## config.mk

```make
export PLATFORM = sky130hd
export DESIGN_NAME = fb_arbiter
export DESIGN_NICKNAME = d
export VERILOG_FILES = /design/src/rtl/fb_arbiter.sv
export SDC_FILE = /design/constraint.sdc
export NUM_CORES = 1
export LEC_CHECK = 0
export CAP_MARGIN = 20
export CORE_MARGIN = 3
export CORE_UTILIZATION = 55
export DETAILED_ROUTE_END_ITERATION = 8
export GPL_TIMING_DRIVEN = 0
export PLACE_DENSITY = 0.85
export SYNTH_ARGS = -nofsm -noshare
export SYNTH_HDL_FRONTEND = slang
export SYNTH_SLANG_ARGS = --single-unit
```

## constraint.sdc

```tcl
create_clock -name clk -period 4.26 [get_ports clk]
set_input_delay 0.426 -clock clk [delete_from_list [all_inputs] [get_ports clk]]
set_output_delay 0.426 -clock clk [all_outputs]
set_load 0.02 [all_outputs]
```

## src/rtl/fb_arbiter.sv

```systemverilog
// fb_arbiter: shares the single-pixel framebuffer port between scanout
// (port 0, high priority) and the drawing engine (port 1).
module fb_arbiter #(
  parameter int MAX_STREAK = 4,
  parameter int TIMEOUT    = 255
) (
  input  logic       clk,
  input  logic       rst,
  input  logic [8:0] p0_x,
  input  logic [7:0] p0_y,
  input  logic       p0_rd,
  input  logic       p0_wr,
  input  logic       p0_in,
  output logic       p0_ack,
  output logic       p0_out,
  output logic       p0_err,
  input  logic [8:0] p1_x,
  input  logic [7:0] p1_y,
  input  logic       p1_rd,
  input  logic       p1_wr,
  input  logic       p1_in,
  output logic       p1_ack,
  output logic       p1_out,
  output logic       p1_err,
  output logic [8:0] x_b,
  output logic [7:0] y_b,
  output logic       read_b,
  output logic       write_b,
  output logic       in_b,
  input  logic       out_b,
  input  logic       rdy_b,
  output logic [1:0] grant,
  output logic       busy
);
  localparam int SW = $clog2(MAX_STREAK + 1);
  localparam int CW = $clog2(TIMEOUT + 1);

  typedef enum logic [1:0] {IDLE, ISSUE, WAIT} state_t;

  state_t        state;
  logic [1:0]    pend;
  logic [1:0]    swr;
  logic [1:0]    sin;
  logic [1:0][8:0] sx;
  logic [1:0][7:0] sy;
  logic          owner;
  logic [SW-1:0] streak;
  logic [CW-1:0] cnt;

  logic [1:0][8:0] px;
  logic [1:0][7:0] py;
  logic [1:0]    pwr;
  logic [1:0]    pin;
  logic [1:0]    req;
  logic [1:0]    clr;
  logic [1:0]    take;
  logic          win;
  logic          done;

  assign px   = {p1_x, p0_x};
  assign py   = {p1_y, p0_y};
  assign pwr  = {p1_wr, p0_wr};
  assign pin  = {p1_in, p0_in};
  assign req  = {p1_rd | p1_wr, p0_rd | p0_wr};
  assign done = (state == WAIT) &&
                (rdy_b || cnt == CW'(TIMEOUT - 1));
  assign clr  = done ? (owner ? 2'b10 : 2'b01) : 2'b00;
  // a slot freed at this edge may be refilled at the same edge
  assign take = req & (~pend | clr);
  assign win  = !pend[0] ||
                (pend[1] && streak == SW'(MAX_STREAK));
  assign busy = (state != IDLE);

  always_ff @(posedge clk or posedge rst) begin
    if (rst) begin
      state   <= IDLE;
      pend    <= '0;
      swr     <= '0;
      sin     <= '0;
      sx      <= '0;
      sy      <= '0;
      owner   <= 1'b0;
      streak  <= '0;
      cnt     <= '0;
      x_b     <= '0;
      y_b     <= '0;
      in_b    <= 1'b0;
      read_b  <= 1'b0;
      write_b <= 1'b0;
      grant   <= '0;
      p0_ack  <= 1'b0;
      p0_out  <= 1'b0;
      p0_err  <= 1'b0;
      p1_ack  <= 1'b0;
      p1_out  <= 1'b0;
      p1_err  <= 1'b0;
    end else begin
      read_b  <= 1'b0;
      write_b <= 1'b0;
      p0_ack  <= 1'b0;
      p1_ack  <= 1'b0;
      pend    <= (pend & ~clr) | take;
      for (int n = 0; n < 2; n++) begin
        if (take[n]) begin
          sx[n]  <= px[n];
          sy[n]  <= py[n];
          sin[n] <= pin[n];
          swr[n] <= pwr[n];
        end
      end
      unique case (state)
        IDLE: begin
          if (|pend) begin
            owner   <= win;
            x_b     <= sx[win];
            y_b     <= sy[win];
            in_b    <= sin[win];
            read_b  <= !swr[win];
            write_b <= swr[win];
            grant   <= win ? 2'b10 : 2'b01;
            if (!win && pend[1]) begin
              if (streak != SW'(MAX_STREAK))
                streak <= streak + SW'(1);
            end else begin
              streak <= '0;
            end
            state <= ISSUE;
          end
        end
        ISSUE: begin
          cnt   <= '0;
          state <= WAIT;
        end
        WAIT: begin
          if (done) begin
            grant <= '0;
            state <= IDLE;
            if (owner) begin
              p1_ack <= 1'b1;
              p1_err <= !rdy_b;
              if (rdy_b && !swr[1]) p1_out <= out_b;
            end else begin
              p0_ack <= 1'b1;
              p0_err <= !rdy_b;
              if (rdy_b && !swr[0]) p0_out <= out_b;
            end
          end else begin
            cnt <= cnt + CW'(1);
          end
        end
        default: state <= IDLE;
      endcase
    end
  end
endmodule

```

Word-level counts from Yosys, hierarchy flattened
Cells that the tools add are included.
{"block": "op_classes", "add_sub_neg": 2, "n_lt_le_gt_ge": 1, "n_eq_ne": 9, "n_mux": 30, "bitwise": 9, "reduce_logical": 27}
{"op": "two-way mux 8 bit", "n": 3}
{"op": "two-way mux 9 bit", "n": 2}
{"op": "one-hot mux 8 bit (2 select lines)", "n": 1}
{"op": "two-way mux 1 bit", "n": 14}
{"op": "two-way mux 2 bit", "n": 6}
{"op": "AND reduction 3 bit", "n": 4}
{"op": "adder 8 x 1 -> 8 bit, second input constant", "n": 1}
{"op": "== test 8 bit, second input constant", "n": 1}
{"op": "AND reduction 4 bit", "n": 2}
{"op": "zero test 1 bit", "n": 6}
{"op": "two-way mux 3 bit", "n": 2}
{"op": "!= test 2 bit, second input constant", "n": 3}
{"op": "one-hot mux 2 bit (3 select lines)", "n": 1}
{"op": "AND reduction 2 bit", "n": 3}
{"op": "nonzero test 2 bit", "n": 3}
{"op": "logical AND 1 bit", "n": 5}
{"op": "AND 2 bit", "n": 2}
{"op": "NOT 2 bit", "n": 2}
{"op": "bitwise OR 2 bit", "n": 2}
{"op": "one-hot mux 2 bit (2 select lines)", "n": 1}
{"op": "adder 3 x 1 -> 3 bit, second input constant", "n": 1}
{"op": "== test 3 bit, second input constant", "n": 1}
{"op": "!= test 3 bit, second input constant", "n": 1}
{"op": "== test 2 x 1 -> 1 bit, second input constant", "n": 1}
{"op": "other kinds (8)", "n": 10}
{"block": "totals", "regBits": 82, "inputBits": 44, "out_inout_bits": 29}

Logic depth before layout (Yosys ltp)
{"block": "depth", "depth_word": 8, "depth_mapped": 9}

Worst setup path before layout
No wires, ideal clock.
{"block": "synth_path", "kind": "reg2reg", "start": "register cnt[0]", "end": "register sin[0]", "setup_time_ns": 0.127, "arrival_ns": 2.012, "t_required_ns": 4.133, "slack_ns": 2.121, "path_stages_with_launch": 10, "n_path_buf": 3, "synth_period_minus_slack_ns": 2.139, "cell_sequence": "dfrtp_1 > inv_1 > ha_1 > and3_1 > buf_4 > a21o_2 > buf_2 > a21oi_4 > buf_6 > mux2_1"}
{"block": "synth_via", "elab_chain_cells": 6}
{"item": "start: declaration", "line_no": "48", "rtl": "logic [CW-1:0] cnt;"}
{"item": "start signal: assignment", "line_no": "148", "rtl": "cnt <= cnt + CW'(1);"}
{"item": "== test 8 bit", "line_no": "66", "rtl": "(rdy_b || cnt == CW'(TIMEOUT - 1));"}
{"item": "logical OR 1 bit", "line_no": "66"}
{"item": "logical AND 1 bit", "line_no": "65", "rtl": "assign done = (state == WAIT) &&"}
{"item": "two-way mux 2 bit", "line_no": "67", "rtl": "assign clr = done ? (owner ? 2'b10 : 2'b01) : 2'b00;"}
{"item": "bitwise OR 2 bit", "line_no": "69", "rtl": "assign take = req & (~pend | clr);"}
{"item": "AND 2 bit", "line_no": "69"}
{"item": "end signal: indexed assignment", "line_no": "107", "rtl": "sin[n] <= pin[n];"}
{"item": "end: declaration", "line_no": "43", "rtl": "logic [1:0] sin;"}
No other way between the ends.
A chain may end at the register's enable or synchronous reset.

Final worst setup path
{"block": "layout_path", "start": "register cnt[0]", "end": "register sy[5] in the netlist's numbering"}
{"block": "layout_via", "elab_chain_cells": 6}
{"item": "== test 8 bit", "line_no": "66"}
{"item": "logical OR 1 bit", "line_no": "66"}
{"item": "logical AND 1 bit", "line_no": "65"}
{"item": "two-way mux 2 bit", "line_no": "67"}
{"item": "bitwise OR 2 bit", "line_no": "69"}
{"item": "AND 2 bit", "line_no": "69"}
{"item": "end signal: indexed assignment", "line_no": "106", "rtl": "sy[n] <= py[n];"}
{"item": "end: declaration", "line_no": "45", "rtl": "logic [1:0][7:0] sy;"}
No other way between the ends.

==> flow_summary.yaml <==
status:
  outcome: "finished, final reports clean"
power:
  vdd_drop_max_mv: 0.393
  fin_total_pwr_mw: 3.43
  leakage_nw: 2.01
  power_density_nw_per_um2: 727
clocking:
  clk_latency_ps: 340
  cts-resized-gates: 0
  cts_made_buffers: 9
  cts_hold_buf: 0
  h-tree-depth: 3
  cts_setup_buffers: 0
  cts_tree: "yes"
  cts_buffer_depth: 2
  cts.sinks: 82
  clkTransAtPathRegs_ps: 80
  cts-root-buf: "clkbuf_8"
grt:
  grt_usage_pct: 22.6
  antenna_found_initial: 0
  grt_overflow: 0
  grt_max_degree: 70
  grt_pass1_wl_um: 13100
  grt_pass1_vias: 2796
synthesis:
  yosysSeqAreaShare_pct: 56.4
  async_flop_share_pct: 100
  synth_area_leaders: "dfrtp_1, mux2_2, nand2_1, mux2_4, a31oi_1"
  synth.avg_cell_area_um2: 11.3
  ys_top_cells_by_count: "dfrtp_1, nand2_1, nor2_1"
  yosysWarnings: 0
  synth_edf_count: 0
  yosysTopAreaCell: "dfrtp_1"
  yosysMostFrequentCell: "dfrtp_1"
  syn_nets: 369
  synth_top_area_share_pct: 56.4
  netlist_area_um2: 3640
  synthCells: 321
  yosysUniqueCellTypes: 53
  ys_ff_latch: 82
  synthFlopType: "dfrtp_1"
worst_setup_path:
  worst-setup-path-type: "reg2reg"
  crit_required_ps: 4490
  critPathCaptureType: "flop"
  startpoint_type: "flop"
  cp_max_fo: 10
  arrival_ps: 2660
place:
  dpl_worst_slack_ps: 1830
  port_buffers: 71
  hpwl_um: 5650
  gp_congestion: 0.871
sta:
  max_freq_mhz: 411
  slew_violations: 0
  rsz0062_at_grt: "false"
  fin_ws_ps: 1830
  period_share_pct: 57.1
  layout_min_cycle_time_ps: 2430
  finalSetupViolCount: 0
  slew_headroom_pct: 54.8
  max_slew.worst_pin.slew_ps: 678
  hold_viol: 0
  fin_tns_setup_ps: 0
  fin_worst_skew_ps: 5.77
floorplan:
  dieArea_um2: 7620
  die_w_um: 87.3
  die_h_um: 87.3
  core.rowCount: 29
  io_pins: 73
  initial_utilization_pct: 57.0
  core_um2: 6390
cells_and_area:
  num_antenna_cells: 0
  syn_to_final_growth_pct: 29.6
  drive_gt1_share_pct: 15.0
  fillers: 436
  multiInputGateArea_um2: 1440
  fin_nets: 452
  utilization_pct: 73.8
  regArea_um2: 2050
route:
  drt-wirelength-per-cell_um: 16.9
  drc: 0
  first_iter_violations: 144
  drtPass1Iterations: 4
  ant_nets: 0
  avgViaCountPerCell: 5.62
  vias: 2726
  wl_um: 8210
run:
  maxCapViolations: 0
min_path:
  min_path_type: "in2async"
## flip-flops by register name, indices dropped and copies added, names as in the netlist, 3 cells and up
name and flops:
x_b 9, cnt 8, sy 16, sx 18, streak 3, y_b 8
## placed cells by master, fill, tap and decap left out, types with 10 or more instances in the layout
cell type / Yosys / routed
mux2_4: 10 / 10
mux2_1: 10 / 10
mux2_2: 18 / 18
dfrtp_1: 82 / 82
inv_1: 11 / 10
clkbuf_8: 0 / 10
nand2_1: 47 / 47
clkbuf_1: 11 / 11
clkdlybuf4s50_1: 0 / 71
a31oi_1: 22 / 22
nor2_1: 34 / 34
## logic make-up (layout without fill, tap and decap cells)
family / after synthesis / after routing / synth area share (%)
mux: 40 / 40 / 13.3
simple gates: 108 / 108 / 13.3
fa+ha+maj: 4 / 4 / 1.38
flops: 82 / 82 / 56.4
xor+xnor: 1 / 1 / 0.241
buf+inv: 30 / 117 / 3.96
compound gates: 56 / 56 / 11.3
## final cells by class
type	instances	share of cell area [%]
Sequential cell	82	43.5
Multi-Input combinational cell	209	30.6
Timing Repair Buffer	72	15.7
Clock buffer	10	2.92
Clock inverter	5	2.18
Buffer	18	2.10
Tap cell	77	2.04
Inverter	12	1.01
## worst max-delay path, stage by stage, from the launching register on
cell and delay [ps]:
dfrtp_1 430, inv_1 100, ha_1 210, and3_1 160
buf_4 150, a21o_2 190, buf_2 180, a21oi_4 340
buf_6 220, mux2_1 340
## path summary, 6_finish.rpt
| kind | start | endpoint | slack [ps] | cells past startpoint |
|---|---|---|---|---|
| max | cnt[0] | sy[5] | 1830 | 9 |
| max in group asynchronous | rst | sx[13] | 3340 | 3 |
| min | rst | p1_out | 340 | 2 |
| max reg2reg | cnt[0] | sy[5] | 1830 | 9 |
| min reg2reg | streak[2] | streak[2] | 480 | 1 |
| min in group clk | rdy_b | p0_err | 390 | 2 |
## power breakdown
group	internal, mW	total (mW)	switching (mW)
clock	0.401	0.670	0.269
combinational	0.663	1.41	0.747
sequential	1.13	1.35	0.216
total	2.20	3.43	1.23
## layer usage
metal / GRT usage [%] / wire length [um] / vias to the layer above
met1: 29.6 / 3530 / 1342
met5: 0 / 0 / -
li1: - / - / 1290
met3: 3.97 / 415 / 11
met2: 36.7 / 4140 / 83
met4: 9.76 / 119 / 0
## stage by stage
stage	std cells	hold slack (ps)	instance area [um2]
floorplan	321	450	3640
global placement	469	462	4440
detailed placement	470	465	4470
CTS	485	341	4710
global route	485	346	4710
finish	485	342	4710
Note: power is estimated with default switching activity, not from simulation.
